[config.mk]
export PLATFORM = sky130hd
export DESIGN_NAME = gray_hb_wdt
export DESIGN_NICKNAME = d
export VERILOG_FILES = /design/src/rtl/gray_wdt_pkg.sv /design/src/rtl/gray_hb_wdt_gray2bin.sv /design/src/rtl/gray_hb_wdt.sv
export SDC_FILE = /design/constraint.sdc
export NUM_CORES = 1
export LEC_CHECK = 0
export CAP_MARGIN = 25
export CORE_MARGIN = 2
export CORE_UTILIZATION = 55
export DETAILED_ROUTE_END_ITERATION = 8
export GPL_TIMING_DRIVEN = 0
export PLACE_DENSITY = 0.76
export SLEW_MARGIN = 20
export SYNTH_ARGS = -nofsm -noshare
export SYNTH_HDL_FRONTEND = slang
export SYNTH_SLANG_ARGS = --single-unit
[constraint.sdc]
create_clock -name clk -period 7.3 [get_ports clk]
set_input_delay 1.46 -clock clk [delete_from_list [all_inputs] [get_ports clk]]
set_output_delay 1.46 -clock clk [all_outputs]
set_load 0.02 [all_outputs]
[src/rtl/gray_wdt_pkg.sv]
// Shared definitions for the Gray heartbeat watchdog and the TX heartbeat generator:
// FSM state encoding and a reflected-Gray to binary conversion helper.
package gray_wdt_pkg;

   typedef enum logic [1:0] {
      IDLE  = 2'd0,
      TRACK = 2'd1,
      ERROR = 2'd2
   } wdt_state_t;

   localparam int GRAY_MAX_W = 16;

   // Widest supported code; callers zero-extend and truncate to their own width.
   function automatic logic [GRAY_MAX_W-1:0] gray_to_bin(input logic [GRAY_MAX_W-1:0] g);
      logic [GRAY_MAX_W-1:0] b;
      b = g;
      for (int i = 1; i < GRAY_MAX_W; i++) begin
         b = b ^ (g >> i);
      end
      return b;
   endfunction

   function automatic logic [GRAY_MAX_W-1:0] bin_to_gray(input logic [GRAY_MAX_W-1:0] b);
      return b ^ (b >> 1);
   endfunction

endpackage

[src/rtl/gray_hb_wdt_gray2bin.sv]
// Combinational reflected-Gray to binary decoder (XOR prefix from the MSB down).
module gray2bin #(
   parameter int WIDTH = 3
) (
   input  logic [WIDTH-1:0] gray,
   output logic [WIDTH-1:0] bin
);

   always_comb begin
      bin = gray;
      for (int i = 1; i < WIDTH; i++) begin
         bin = bin ^ (gray >> i);
      end
   end

endmodule

[src/rtl/gray_hb_wdt.sv]
// Gray heartbeat watchdog: checks hold/single-step progress and a per-sequence cycle timeout.
// Define HB_SYNC_EN to pass hb through a 2-flop synchroniser before decoding.
module gray_hb_wdt
   import gray_wdt_pkg::*;
#(
   parameter int WIDTH    = 3,
   parameter int TIMEOUT  = 6500000,
   parameter int CNT_W    = 24,
   parameter int GOOD_CYC = 1,
   parameter int FCNT_W   = 8
) (
   input  logic              clk,
   input  logic              reset_n,
   input  logic [WIDTH-1:0]  hb,
   input  logic              fault_clr,
   output logic              health,
   output logic              err_pulse,
   output logic              to_pulse,
   output logic [FCNT_W-1:0] fault_cnt
);

   localparam int                GOOD_W   = $clog2(GOOD_CYC + 1);
   localparam logic [WIDTH-1:0]  LAST     = '1;
   localparam logic [CNT_W-1:0]  TO_LAST  = CNT_W'(TIMEOUT - 1);
   localparam logic [GOOD_W-1:0] GOOD_MAX = GOOD_W'(GOOD_CYC);

   logic [WIDTH-1:0] hb_d;

`ifdef HB_SYNC_EN
   logic [WIDTH-1:0] sync1;
   logic [WIDTH-1:0] sync2;

   always_ff @(posedge clk or negedge reset_n) begin
      if (!reset_n) begin
         sync1 <= '0;
         sync2 <= '0;
      end else begin
         sync1 <= hb;
         sync2 <= sync1;
      end
   end

   assign hb_d = sync2;
`else
   assign hb_d = hb;
`endif

   logic [WIDTH-1:0] idx;

   gray2bin #(.WIDTH(WIDTH)) u_gray2bin (
      .gray (hb_d),
      .bin  (idx)
   );

   wdt_state_t        state;
   wdt_state_t        state_nxt;
   logic [WIDTH-1:0]  cur;
   logic [WIDTH-1:0]  cur_nxt;
   logic [CNT_W-1:0]  count;
   logic [CNT_W-1:0]  count_nxt;
   logic [GOOD_W-1:0] good;
   logic [GOOD_W-1:0] good_nxt;
   logic              health_nxt;
   logic              err_nxt;
   logic              to_nxt;
   logic              fault;
   logic [FCNT_W-1:0] fcnt_nxt;
   logic [WIDTH-1:0]  succ;
   logic              hold;
   logic              step;
   logic              done;
   logic              tmo;

   assign succ = cur + 1'b1;
   assign hold = (idx == cur);
   assign step = (idx == succ);
   assign done = step && (idx == LAST);
   // A completing step on the last allowed cycle is not a timeout.
   assign tmo  = (count == TO_LAST) && !done;

   always_comb begin
      state_nxt  = state;
      cur_nxt    = cur;
      count_nxt  = count;
      good_nxt   = good;
      health_nxt = health;
      err_nxt    = 1'b0;
      to_nxt     = 1'b0;
      fault      = 1'b0;
      case (state)
         IDLE: begin
            count_nxt  = '0;
            health_nxt = 1'b0;
            if (idx == '0) begin
               state_nxt = TRACK;
               cur_nxt   = '0;
            end
         end
         TRACK: begin
            if (tmo || !(hold || step)) begin
               state_nxt  = ERROR;
               to_nxt     = tmo;
               err_nxt    = !tmo;
               health_nxt = 1'b0;
               good_nxt   = '0;
               count_nxt  = '0;
               fault      = 1'b1;
            end else begin
               cur_nxt = idx;
               if (done) begin
                  count_nxt  = '0;
                  good_nxt   = (good == GOOD_MAX) ? good : good + 1'b1;
                  health_nxt = health | (good_nxt == GOOD_MAX);
               end else begin
                  count_nxt = count + 1'b1;
               end
            end
         end
         ERROR: begin
            count_nxt  = '0;
            health_nxt = 1'b0;
            if (idx == '0) begin
               state_nxt = TRACK;
               cur_nxt   = '0;
            end else begin
               state_nxt = IDLE;
            end
         end
         default: begin
            state_nxt  = IDLE;
            count_nxt  = '0;
            health_nxt = 1'b0;
         end
      endcase
   end

   // Clear wins over increment, but a fault on the clearing edge still counts once.
   always_comb begin
      fcnt_nxt = fault_cnt;
      if (fault_clr) begin
         fcnt_nxt = fault ? FCNT_W'(1) : '0;
      end else if (fault && (fault_cnt != '1)) begin
         fcnt_nxt = fault_cnt + 1'b1;
      end
   end

   always_ff @(posedge clk or negedge reset_n) begin
      if (!reset_n) begin
         state     <= IDLE;
         cur       <= '0;
         count     <= '0;
         good      <= '0;
         health    <= 1'b0;
         err_pulse <= 1'b0;
         to_pulse  <= 1'b0;
         fault_cnt <= '0;
      end else begin
         state     <= state_nxt;
         cur       <= cur_nxt;
         count     <= count_nxt;
         good      <= good_nxt;
         health    <= health_nxt;
         err_pulse <= err_nxt;
         to_pulse  <= to_nxt;
         fault_cnt <= fcnt_nxt;
      end
   end

endmodule

# [Word-level counts from Yosys, hierarchy flattened]
# Cells that the tools add are included.
# W data, S select, Z words.
[word_totals] ff_bits=41 in_bits=6 out_inout_bits=11 wordCells=69
[op_classes] n_addsub=4 n_eq_ne=12 n_mux=25 bitwise_logic=3 n_reduce_logical=17
[op_table] op="$mux W24" n=3
[op_table] op="$add A24 B1 Y24 const B" n=1
[op_table] op="$eq A24 B23 Y1 const B" n=1
[op_table] op="$mux W8" n=2
[op_table] op="$mux W1" n=14
[op_table] op="$add A8 B1 Y8 const B" n=1
[op_table] op="$ne A8 B8 Y1 const B" n=1
[op_table] op="$eq A3 B3 Y1" n=2
[op_table] op="$mux W3" n=2
[op_table] op="$ne A2 B2 Y1 const B" n=3
[op_table] op="$pmux W2 S3" n=1
[op_table] op="$pmux W3 S2" n=1
[op_table] op="$reduce_bool A2 Y1" n=3
[op_table] op="$mux W2" n=2
[op_table] op="$reduce_and A2 Y1" n=2
[op_table] op="$add A3 B1 Y3 const B" n=1
[op_table] op="$eq A3 B3 Y1 const B" n=1
[op_table] op="$logic_and A1 B1 Y1" n=3
[op_table] op="$logic_not A1 Y1" n=3
[op_table] op="$logic_not A3 Y1" n=1
[op_table] op="$ne A3 B3 Y1 const B" n=1
[op_table] op="$reduce_and A3 Y1" n=1
[op_table] op="$xor A3 B1 Y3" n=1
[op_table] op="$xor A3 B2 Y3" n=1
[op_table] op="other kinds (8)" n=9

# [Depth between registers and ports, before layout]
# Gate-level depths: netlist of run 1.
[logic_depth] depth_word=12 mapped_depth=9 ltp_nobuf=8

# [By module]
# Synthesis of run 1 repeated with hierarchy kept, for this count alone.
[hier_totals] cells_unflattened=219 hier_area_um2=2137.0
[by_module_without_submodules] module="gray_hb_wdt" instances=1 cells_each=216 area_each_um2=2097.0 seq_area_each_um2=1001.0
[by_module_without_submodules] module="gray2bin" instances=1 cells_each=3 area_each_um2=40.0 seq_area_each_um2=0.0

# [Worst setup path after synthesis of run 1]
# Ideal clock, no wire load.
[synth_timing] path_kind="input port to flip-flop" startpoint="in hb[0]" endpoint="reg fault_cnt[4]" setup_time_ns=0.125 arrival_ns=3.466 required_ns=7.175 slack_ns=3.709 cell_stages=8 n_path_buf=1 path_cell_list="buf_4 > xnor2_1 > or4_4 > and3_1 > or4_4 > nand3b_4 > nor3_2 > mux2_4"
[synth_between] elab_chain_len=11 word_cells_on_any_way=15 cone_classes="3 x eq/ne; 2 x mux; 2 x bitwise; 8 x reduce/logical"
[synth_rtl] element="start: declaration" line_no="gray_hb_wdt.sv:14" source="input logic [WIDTH-1:0] hb,"
[synth_rtl] element="$xor A3 B2 Y3 *" line_no="gray_hb_wdt_gray2bin.sv:12" source="bin = bin ^ (gray >> i);"
[synth_rtl] element="$xor A3 B1 Y3 *" line_no="gray_hb_wdt_gray2bin.sv:12"
[synth_rtl] element="$eq A3 B3 Y1 (on tied branches)" line_no="gray_hb_wdt.sv:76, gray_hb_wdt.sv:77"
[synth_rtl] element="$logic_and A1 B1 Y1" line_no="gray_hb_wdt.sv:77" source="assign done = step && (idx == LAST);"
[synth_rtl] element="$logic_not A1 Y1" line_no="gray_hb_wdt.sv:79" source="assign tmo = (count == TO_LAST) && !done;"
[synth_rtl] element="$logic_and A1 B1 Y1" line_no="gray_hb_wdt.sv:79"
[synth_rtl] element="$logic_or A1 B1 Y1 *" line_no="gray_hb_wdt.sv:100" source="if (tmo || !(hold || step)) begin"
[synth_rtl] element="$mux W1 *" line_no="gray_hb_wdt.sv:100"
[synth_rtl] element="$mux W1 *" line_no="gray_hb_wdt.sv:90" source="case (state)"
[synth_rtl] element="$logic_and A1 B1 Y1 *" line_no="gray_hb_wdt.sv:142" source="end else if (fault && (fault_cnt != '1)) begin"
[synth_rtl] element="$reduce_bool A2 Y1 (no source line) *"
[synth_rtl] element="end signal: assignment" line_no="gray_hb_wdt.sv:165" source="fault_cnt <= fcnt_nxt;"
[synth_rtl] element="end: declaration" line_no="gray_hb_wdt.sv:19" source="output logic [FCNT_W-1:0] fault_cnt"
# Mark *: on every way between the ends. The rest lies on a longest branch, timed or not.
# A chain may end at the register's enable or synchronous reset.

# [Final worst setup path of run 1]
[layout_timing] startpoint="in hb[2]" endpoint="reg fault_cnt[4]"
[layout_between] elab_chain_len=11 word_cells_on_any_way=15 cone_classes="3 x eq/ne; 2 x mux; 2 x bitwise; 8 x reduce/logical"
[layout_rtl] element="$xor A3 B2 Y3" line_no="gray_hb_wdt_gray2bin.sv:12"
[layout_rtl] element="$xor A3 B1 Y3 *" line_no="gray_hb_wdt_gray2bin.sv:12"
[layout_rtl] element="$eq A3 B3 Y1 (on tied branches)" line_no="gray_hb_wdt.sv:76, gray_hb_wdt.sv:77"
[layout_rtl] element="$logic_and A1 B1 Y1" line_no="gray_hb_wdt.sv:77"
[layout_rtl] element="$logic_not A1 Y1" line_no="gray_hb_wdt.sv:79"
[layout_rtl] element="$logic_and A1 B1 Y1" line_no="gray_hb_wdt.sv:79"
[layout_rtl] element="$logic_or A1 B1 Y1 *" line_no="gray_hb_wdt.sv:100"
[layout_rtl] element="$mux W1 *" line_no="gray_hb_wdt.sv:100"
[layout_rtl] element="$mux W1 *" line_no="gray_hb_wdt.sv:90"
[layout_rtl] element="$logic_and A1 B1 Y1 *" line_no="gray_hb_wdt.sv:142"
[layout_rtl] element="$reduce_bool A2 Y1 (no source line) *"
# Marks and branches as above.

==> results of run 1 <==
==> path summary, 6_finish.rpt <==
path                       startpoint      endpoint  slack (ps)  depth (start not counted)
max                             hb[2]  fault_cnt[4]        3730                          8
min                          count[0]      count[0]         500                          1
max reg2reg                    cur[0]  fault_cnt[5]        4490                          8
min reg2reg                  count[0]      count[0]         500                          1
max in group asynchronous     reset_n      count[6]        5710                          2
min in group asynchronous     reset_n        cur[0]        1120                          1
==> metal layers <==
metal / vias up / part of all wire / track usage
met2: 32 / 0.48 / 0.3450
met3: 4 / 0.036 / 0.05068
met1: 780 / 0.47 / 0.2681
met5: - / 0 / 0
met4: 0 / 0.0098 / 0.05357
li1: 856 / - / -
==> where the power goes <==
part	leakage (uW)	switching [uW]	internal (uW)
sequential	0.000554	14.4	234
combinational	0.000393	70.6	46.1
clock	0.0000400	73.7	64.7
total	0.000987	159	345
==> per-stage QoR <==
step           utilization  hold WS [ps]  setup slack (ps)  area, um2  power, uW
2_1_floorplan            -         447.4              3709       2155      335.2
3_3_place_gp        0.6310         478.7              3449       2345      363.2
3_5_place_dp        0.6370         483.3              3420       2367      367.8
4_1_cts             0.6589         503.0              3728       2449      507.1
5_1_grt             0.6589         529.3              3549       2449      535.3
6_report            0.6589         499.2              3726       2449      503.3
==> synthesized netlist by cell type (4+ instances only) <==
cell type / n / area (um2)
sky130_fd_sc_hd__a21oi_1: 9 / 45.04
sky130_fd_sc_hd__a31oi_1: 4 / 25.02
sky130_fd_sc_hd__o21ai_0: 4 / 20.02
sky130_fd_sc_hd__inv_1: 10 / 37.54
sky130_fd_sc_hd__nand4_1: 10 / 62.56
sky130_fd_sc_hd__and3_1: 7 / 43.79
sky130_fd_sc_hd__xnor2_1: 15 / 131.4
sky130_fd_sc_hd__dfrtp_1: 40 / 1001
sky130_fd_sc_hd__nor2_1: 38 / 142.6
sky130_fd_sc_hd__nor3_1: 7 / 35.03
sky130_fd_sc_hd__or4_1: 6 / 45.04
sky130_fd_sc_hd__xor2_1: 13 / 113.9
sky130_fd_sc_hd__nand3_1: 11 / 55.05
sky130_fd_sc_hd__nand2_1: 15 / 56.30
==> critical path, cell delays in order <==
cell and delay [ps]:
sky130_fd_sc_hd__clkdlybuf4s50_1 530, sky130_fd_sc_hd__clkbuf_1 360, sky130_fd_sc_hd__nand4_1 170, sky130_fd_sc_hd__and3_1 200
sky130_fd_sc_hd__or4_4 500, sky130_fd_sc_hd__nand3b_4 150, sky130_fd_sc_hd__nor3_2 70, sky130_fd_sc_hd__mux2_4 300
==> placed cells by master, fill, tap and decap left out, drive strengths merged, types with 2 or more instances in the layout <==
cell type | netlist | routed
dfrtp | 40 | 40
nor2 | 38 | 38
xnor2 | 15 | 15
nand2 | 15 | 15
xor2 | 13 | 13
clkdlybuf4s50 | 0 | 12
nand3 | 11 | 11
nand4 | 10 | 10
inv | 10 | 10
a21oi | 9 | 9
nor3 | 8 | 8
or4 | 8 | 8
clkbuf | 3 | 8
and3 | 7 | 7
o21ai | 5 | 5
buf | 3 | 5
a31oi | 4 | 4
and4 | 3 | 3
or3 | 3 | 3
o41ai | 3 | 3
ha | 3 | 3
and2 | 2 | 2
nor4 | 2 | 2
nor2b | 2 | 2
o31ai | 2 | 2
a221oi | 2 | 2
nand3b | 2 | 2
==> registers in the layout, indices dropped and copies added, names as in the netlist <==
signal	count
count	24
cur	3
err_pulse	1
fault_cnt	8
health	1
state	2
to_pulse	1
==> area by class of cell <==
class / instances / area share
plain buffers: 6 / 0.01124
clock buffers: 5 / 0.02810
clock inverters: 2 / 0.005110
inverters: 10 / 0.01533
multi-input cells: 175 / 0.4446
flip-flops and latches: 40 / 0.4088
well taps: 48 / 0.02453
repair buffers: 14 / 0.06234
==> kinds of logic after synthesis <==
family	share of synthesized area
AO/OA/AOI/OAI	0.07898
flip-flops	0.4646
adder cells (fa/ha/maj)	0.01742
AND/OR/NAND/NOR	0.2880
multiplexers	0.006967
XOR/XNOR	0.1138
buffers and inverters	0.03020
==> summary by stage, run 1 <==
Logic synthesis
The flip-flop and latch count after synthesis is 40. The number of distinct library cell variants in the gate-level netlist after synthesis is 40. The proportion of synthesized flip-flops having asynchronous set or reset is 1.000. A synthesized cell averages 9.327 um2. The sequential share of the synthesized area is 0.4646.

The Yosys step of the flow raised 0 warnings. When the netlist entered floorplanning its net count stood at 240. For this run, the leading register cell type out of synthesis is sky130_fd_sc_hd__dfrtp_1. The post-synthesis cell area is ~2200 um2.

The number of synthesized flops with an enable pin is 0. The number of cells produced by synthesis is 231.

Clock tree
Gates resized during post-CTS repair numbered 0. After clock tree synthesis, the clock-pin slew on the worst setup and hold paths is about 80 ps. The clock tree synthesis step divided the H-tree into 2 levels.

The number of sinks driven by the clock tree is 40. The later pin in the worst-skew pair is clocked with a latency of 290 ps. The cts-stage hold buffer count is 0. The count of buffers added by post-CTS timing repair for setup is 0. The root cell of the clock tree is sky130_fd_sc_hd__clkbuf_8. The clock passes through at most 2 buffers. The clock tree from TritonCTS is yes.

Counting the buffers created by CTS gives 5.

STA
Setup repair after global routing left no endpoint under its margin. The maximum clock frequency is 279.8 MHz. The part of the cycle the worst path needs is 0.4895.

The final critical-path required period is 3574 ps. The final-layout setup total negative slack is 0 ps. For the pin with the worst max-slew slack, the measured transition is 722.3 ps. The final count of pins violating max slew is 0. The number of failing hold endpoints at the final stage is 0. Measured against its own limit, the worst slew margin works out to 0.5174.

The total setup violations reported at the end of the flow is 0. The final clock skew is between 8 and 9 ps.

Layout
Compared with the post-synthesis result, the final layout area differs by 13.65%. After filler insertion, the fill cell instance count of the layout stands at 316. The layout net count is roughly 260. The share of layout cells above drive strength 1 is 0.07143. After the flow finishes, the layout carries non-filler instances totaling 300. The multi-input gate area in the final layout is 1089 um2. The sequential standard cell area is around 1000 um2.

0 antenna diodes ended up in the layout.

Power
The power per cell area is 205.5 nW/um2. IR analysis of the VDD net gives a maximum drop of 0.1391 mV. The leakage component of the power is 0.0009866 uW.

Die
In this run the horizontal extent of the chip is roughly 67 um. The overall die height is about 67 um. The area of the core is 3716 um2.

The area of the die is about 4400 um2. The starting density of the core is 0.5798. 17 I/O pins were placed. The floorplan has 22 rows.

Drt
After detailed routing, the average wire length per cell comes to 13.60 um. The number of detailed-route iterations in the first pass is 4. In this run the remaining antenna-violating nets after routing total 0. The total number of vias is 1,672. In the routed layout, each cell is associated on average with a via count of 5.573. For this run, design rule violations remaining after detail routing come to 0. The routed wire length is roughly 4.1 mm. The DRC violation total after the first TritonRoute iteration is 141.

GRT
The via count of the first global-routing pass is ~1,600. The number of antenna violations at the first check in global routing is 0. Across every metal layer, demand over resource in global routing totals 0.2065. The first global-routing pass estimated 6.941 mm of wire.

Entering global routing, the biggest net connects 24 pins. After global routing the overflow that remains totals 0.

Setup path
The largest driver fanout on the critical path is 10. At the worst endpoint, the required time is 7480 ps. The worst setup path is launched from an input pin.

The critical path class is input pin to register. Data on the critical path arrives at its endpoint at 3750 ps. The endpoint kind of the worst setup timing path is a register.

Place
Port buffering added 13 buffers. The HPWL after detailed placement is between 2 and 3 mm. The final weighted congestion of routability-driven global placement is 0.7658. The placed instance count is between 200 and 300.

Run status
The flow ran to the end, and the final reports show no timing, DRC or antenna violations.

Run
Across the run, the number of max-cap violations was 0.

Hold path
The worst hold path belongs to the class register to register.
(Power assumes the default switching activity.)
==> inputs of run 2 (changes only) <==
clock period = 3.5 ns   (was 7.3 ns; I/O delays follow)
==> results of run 2 <==
The final DEF is identical to that of run 1. Status: finished, final reports clean.
Main changes from that run: setup slack after placement 3420 ps -> 379.8 ps; setup slack after layout 3726 ps -> 686.4 ps; hold slack 499.2 ps -> 355.0 ps; register-to-register setup slack 4490 ps -> 690 ps; total power 503.3 uW -> 1050 uW; worst IR drop on VDD 0.1391 mV -> 0.2901 mV
==> inputs of run 3 (changes only) <==
CORE_UTILIZATION = 52   (was 55)
PLACE_DENSITY = 0.75   (was 0.76)
clock period = 2.3 ns   (was 3.5 ns; I/O delays follow)
==> run 3 against run 2 <==
Compared with the run above:
- largest power group unchanged
- cell count increased by 4.7%
- flip-flop and latch count unchanged
- non-clock buffer count increased by 11
- the flow now finishes with violations (setup timing)
- clock skew increased by 6.6 ps
- worst setup slack got worse by 990 ps
- design area increased by 11%
- sequential share of layout area decreased by 4.0 points
==> summary by stage, run 3 (synthesis gave the netlist of run 1 again) <==
Setup path
The depth of the critical timing path with buffers and inverters included is 8 (unchanged). For flop-to-flop paths, the worst setup slack is -310 ps. The critical path in this run is classified as register to register. The beginning of the worst register-to-register path is cur[1]. The number of cells on the worst reg-to-reg path is 8 (unchanged). For the worst setup path, the data arrival time is 2800 ps. The capturing instance or port of the critical path is fault_cnt[4]. The endpoint of the lowest-slack register-to-register path is fault_cnt[4]. The critical path required time is 2490 ps. The sum of buffers and inverters on the critical path is 0 (-2). The worst setup path startpoint is cur[1].

For this design, the slowest cell found on the critical path is sky130_fd_sc_hd__or4_4. The critical path startpoint category is a register. The endpoint kind of the worst setup timing path is a register. The peak per-stage delay on the critical path is 540 ps (about the same).

The family with the most delay on the worst path is simple AND/OR/NAND/NOR gates. The critical path goes through ha_4, xor2_2, or4_4, and3_4, or4_4, nand3b_4, nor3_2, mux2_4. Among the stages of the critical path, the cell type that occurs most often is sky130_fd_sc_hd__or4_4. The largest driver fanout on the critical path came to 6 (-4).

STA
Of the available clock period, the critical path in the final layout requires 1.134. The final clock skew is 14.89 ps (+6.603 ps). Timing would allow up to 383.4 MHz. The final count of pins violating max slew was 0 (unchanged).

Setup repair after global routing could not meet its margin everywhere. The transition at the pin with the smallest max-transition slack came to 500.3 ps (-222.0 ps). The headroom to the max-slew limit is 0.6665 (+0.1491).

Across all setup checks in the final design, the least slack found is -308.3 ps. The number of failing hold endpoints at the final stage came to 0 (unchanged). The final-layout setup total negative slack is -4951 ps (-4951 ps). After layout, the minimum clock period comes to ~2600 ps. The total setup violations reported at the end of the flow is 31 (+31).

Power
The leakage component of the power was 0.001080 uW (+9.5%). The power per cell area is around 700 nW/um2. The worst-case IR drop observed on VDD is between 0.3 and 0.4 mV. The total design power is 1924 uW.

Clock tree
The clock transition at the register clock pins on the worst setup and hold paths after CTS came to 90 ps (about the same). The cts-stage hold buffer count is 0 (unchanged). The number of H-tree levels was 2 (unchanged).

The root cell of the clock tree is sky130_fd_sc_hd__clkbuf_8. The clock tree from TritonCTS is yes. The insertion delay to the later sink of the worst-skew pair is 300 ps (about the same). The buffer depth of the longest clock path is 2 (unchanged). The number of sinks driven by the clock tree is 40 (unchanged). The total CTS buffers is 5 (unchanged).

GRT
The maximum number of pins on one net before global-route repair was 22 (-8.3%). The remaining global-route overflow is 0 (unchanged). The all-layer global routing usage is 0.2178 (+0.01129).

The via count of the first global-routing pass is 1,703 (+9.0%). The number of antenna violations at the first check in global routing is 0 (unchanged). The first-pass GRT wire length was 7.500 mm (+8.1%).

Place
The HPWL after detailed placement is 3.132 mm (+6.6%). The final weighted congestion of routability-driven global placement is 0.7872 (+2.8%). The area of placed instances is 2429 um2 (+2.6%).

OpenSTA, run right after detailed placement, puts the worst setup slack at -613.9 ps. The number of buffer cells added on primary ports came to 13 (unchanged).

Drt
The routed wire length came to 4.543 mm (+11%). The wire length per cell after detailed routing was 14.47 um (+6.4%). The final antenna-violating net count is 0 (unchanged).

The total number of vias is 1,803 (+7.8%). The DRC violation total after the first TritonRoute iteration is 137 (-2.8%). The post-detailed-route DRC marker count came to 0 (unchanged). The via density per instance is 5.742 (+3.0%). The number of detailed-route iterations in the first pass is 4 (unchanged).

Layout
The most frequent standard cell in the layout excluding fill and tap cells is sky130_fd_sc_hd__nor2_1. The final design utilization is 0.6810 (+0.02203). The most flop-heavy register is count. The share of layout cells above drive strength 1 is 0.2083 (+0.1369). The layout overhead on the synthesized area is 26.42%. The final standard cell area without fillers was 2724 um2 (+11%). In the layout the commonest cells are 38 x sky130_fd_sc_hd__nor2_1, 37 x sky130_fd_sc_hd__dfrtp_1, 14 x sky130_fd_sc_hd__nand2_1, 14 x sky130_fd_sc_hd__xnor2_1, 12 x sky130_fd_sc_hd__clkdlybuf4s50_1. The count of antenna diodes in the layout is 0 (unchanged). The flip-flop count of the largest register after layout came to 24 (unchanged). The largest registers in the layout are count (24), fault_cnt (8), cur (3).

The layout net count is 272 (+4.2%).

Die
The area of the die was 4674 um2 (+5.4%). The number of top-level pins is 17 (unchanged). The horizontal die dimension is 68.37 um (+2.7%). The row count was 23 (+4.5%). The overall die height is 68.37 um (+2.7%). The starting density of the core was 0.5386 (-0.04117).

The area of the core is 4000 um2 (+7.6%).

Run status
The checks that failed: setup timing. The run finished, with violations left.

Run
The count of maximum capacitance violations is 0 (unchanged).

Hold path
The class of the worst hold path is input pin to asynchronous set/reset pin.
run 3: changes by cell type in the layout (fill, tap and decap cells not counted), moves of 2 or more:
cell / previous run / this run
sky130_fd_sc_hd__and3_1: 7 / 5
sky130_fd_sc_hd__and3_4: 0 / 2
sky130_fd_sc_hd__buf_4: 1 / 11
sky130_fd_sc_hd__clkbuf_1: 3 / 0
sky130_fd_sc_hd__dfrtp_1: 40 / 37
sky130_fd_sc_hd__dfrtp_2: 0 / 3
sky130_fd_sc_hd__nor4_1: 2 / 0
sky130_fd_sc_hd__nor4_2: 0 / 2
sky130_fd_sc_hd__or4_1: 6 / 4
sky130_fd_sc_hd__or4_4: 2 / 4
sky130_fd_sc_hd__xor2_1: 13 / 10
sky130_fd_sc_hd__xor2_2: 0 / 2
run 3: area by class of cell:
cell class,instances,area (um2)
Clock buffer,5,68.82
Fill cell,329,1276
Inverter,10,37.54
Multi-Input combinational cell,175,1222
Tap cell,50,62.56
Sequential cell,40,1005
Timing Repair Buffer,25,235.2
Clock inverter,3,42.54
Buffer,6,50.05
run 3: stage by stage:
| stage | hold slack, ps | std cells |
|---|---|---|
| floorplan | 164.4 | 231 |
| global placement | 474.5 | 294 |
| detailed placement | 460.8 | 295 |
| CTS | 144.9 | 312 |
| global route | 163.3 | 314 |
| finish | 130.5 | 314 |
run 3: worst min path at each step:
stage,start,endpoint,slack [ps],depth (start not counted)
floorplan,reset_n,count[0],160,0
global placement,count[0],count[0],470,1
detailed placement,reset_n,state[0],460,1
CTS,reset_n,state[0],140,1
global route,reset_n,health,160,1
finish,reset_n,cur[0],130,1
run 3: what timing repair did:
item,4_1_cts,5_1_grt
setup endpoints to repair,36,36
pin swaps,7,5
resized for setup,14,11
buffers inserted,9,2
run 3: worst reg2reg max path: stages, from the launching register on:
cell and delay (ps):
sky130_fd_sc_hd__dfrtp_2 450, sky130_fd_sc_hd__ha_4 260, sky130_fd_sc_hd__xor2_2 160, sky130_fd_sc_hd__or4_4 430, sky130_fd_sc_hd__and3_4 170, sky130_fd_sc_hd__or4_4 540
sky130_fd_sc_hd__nand3b_4 130, sky130_fd_sc_hd__nor3_2 60, sky130_fd_sc_hd__mux2_4 310
run 3: power by group:
part / leakage (uW) / internal (uW) / switching, uW
clock: 0.0000541 / 321 / 253
sequential: 0.000550 / 745 / 62.9
combinational: 0.000476 / 258 / 284
total: 0.00108 / 1320 / 600
run 3: per-layer routing:
layer  share of wire  routed length (um)  global-route usage  up-vias
li1                -                   -                   -      880
met1            0.45                2063              0.2680      884
met2            0.51                2329              0.3774       34
met3           0.024                 107             0.05592        5
met4          0.0092                  42             0.06000        0
met5               0                   0                   0        -
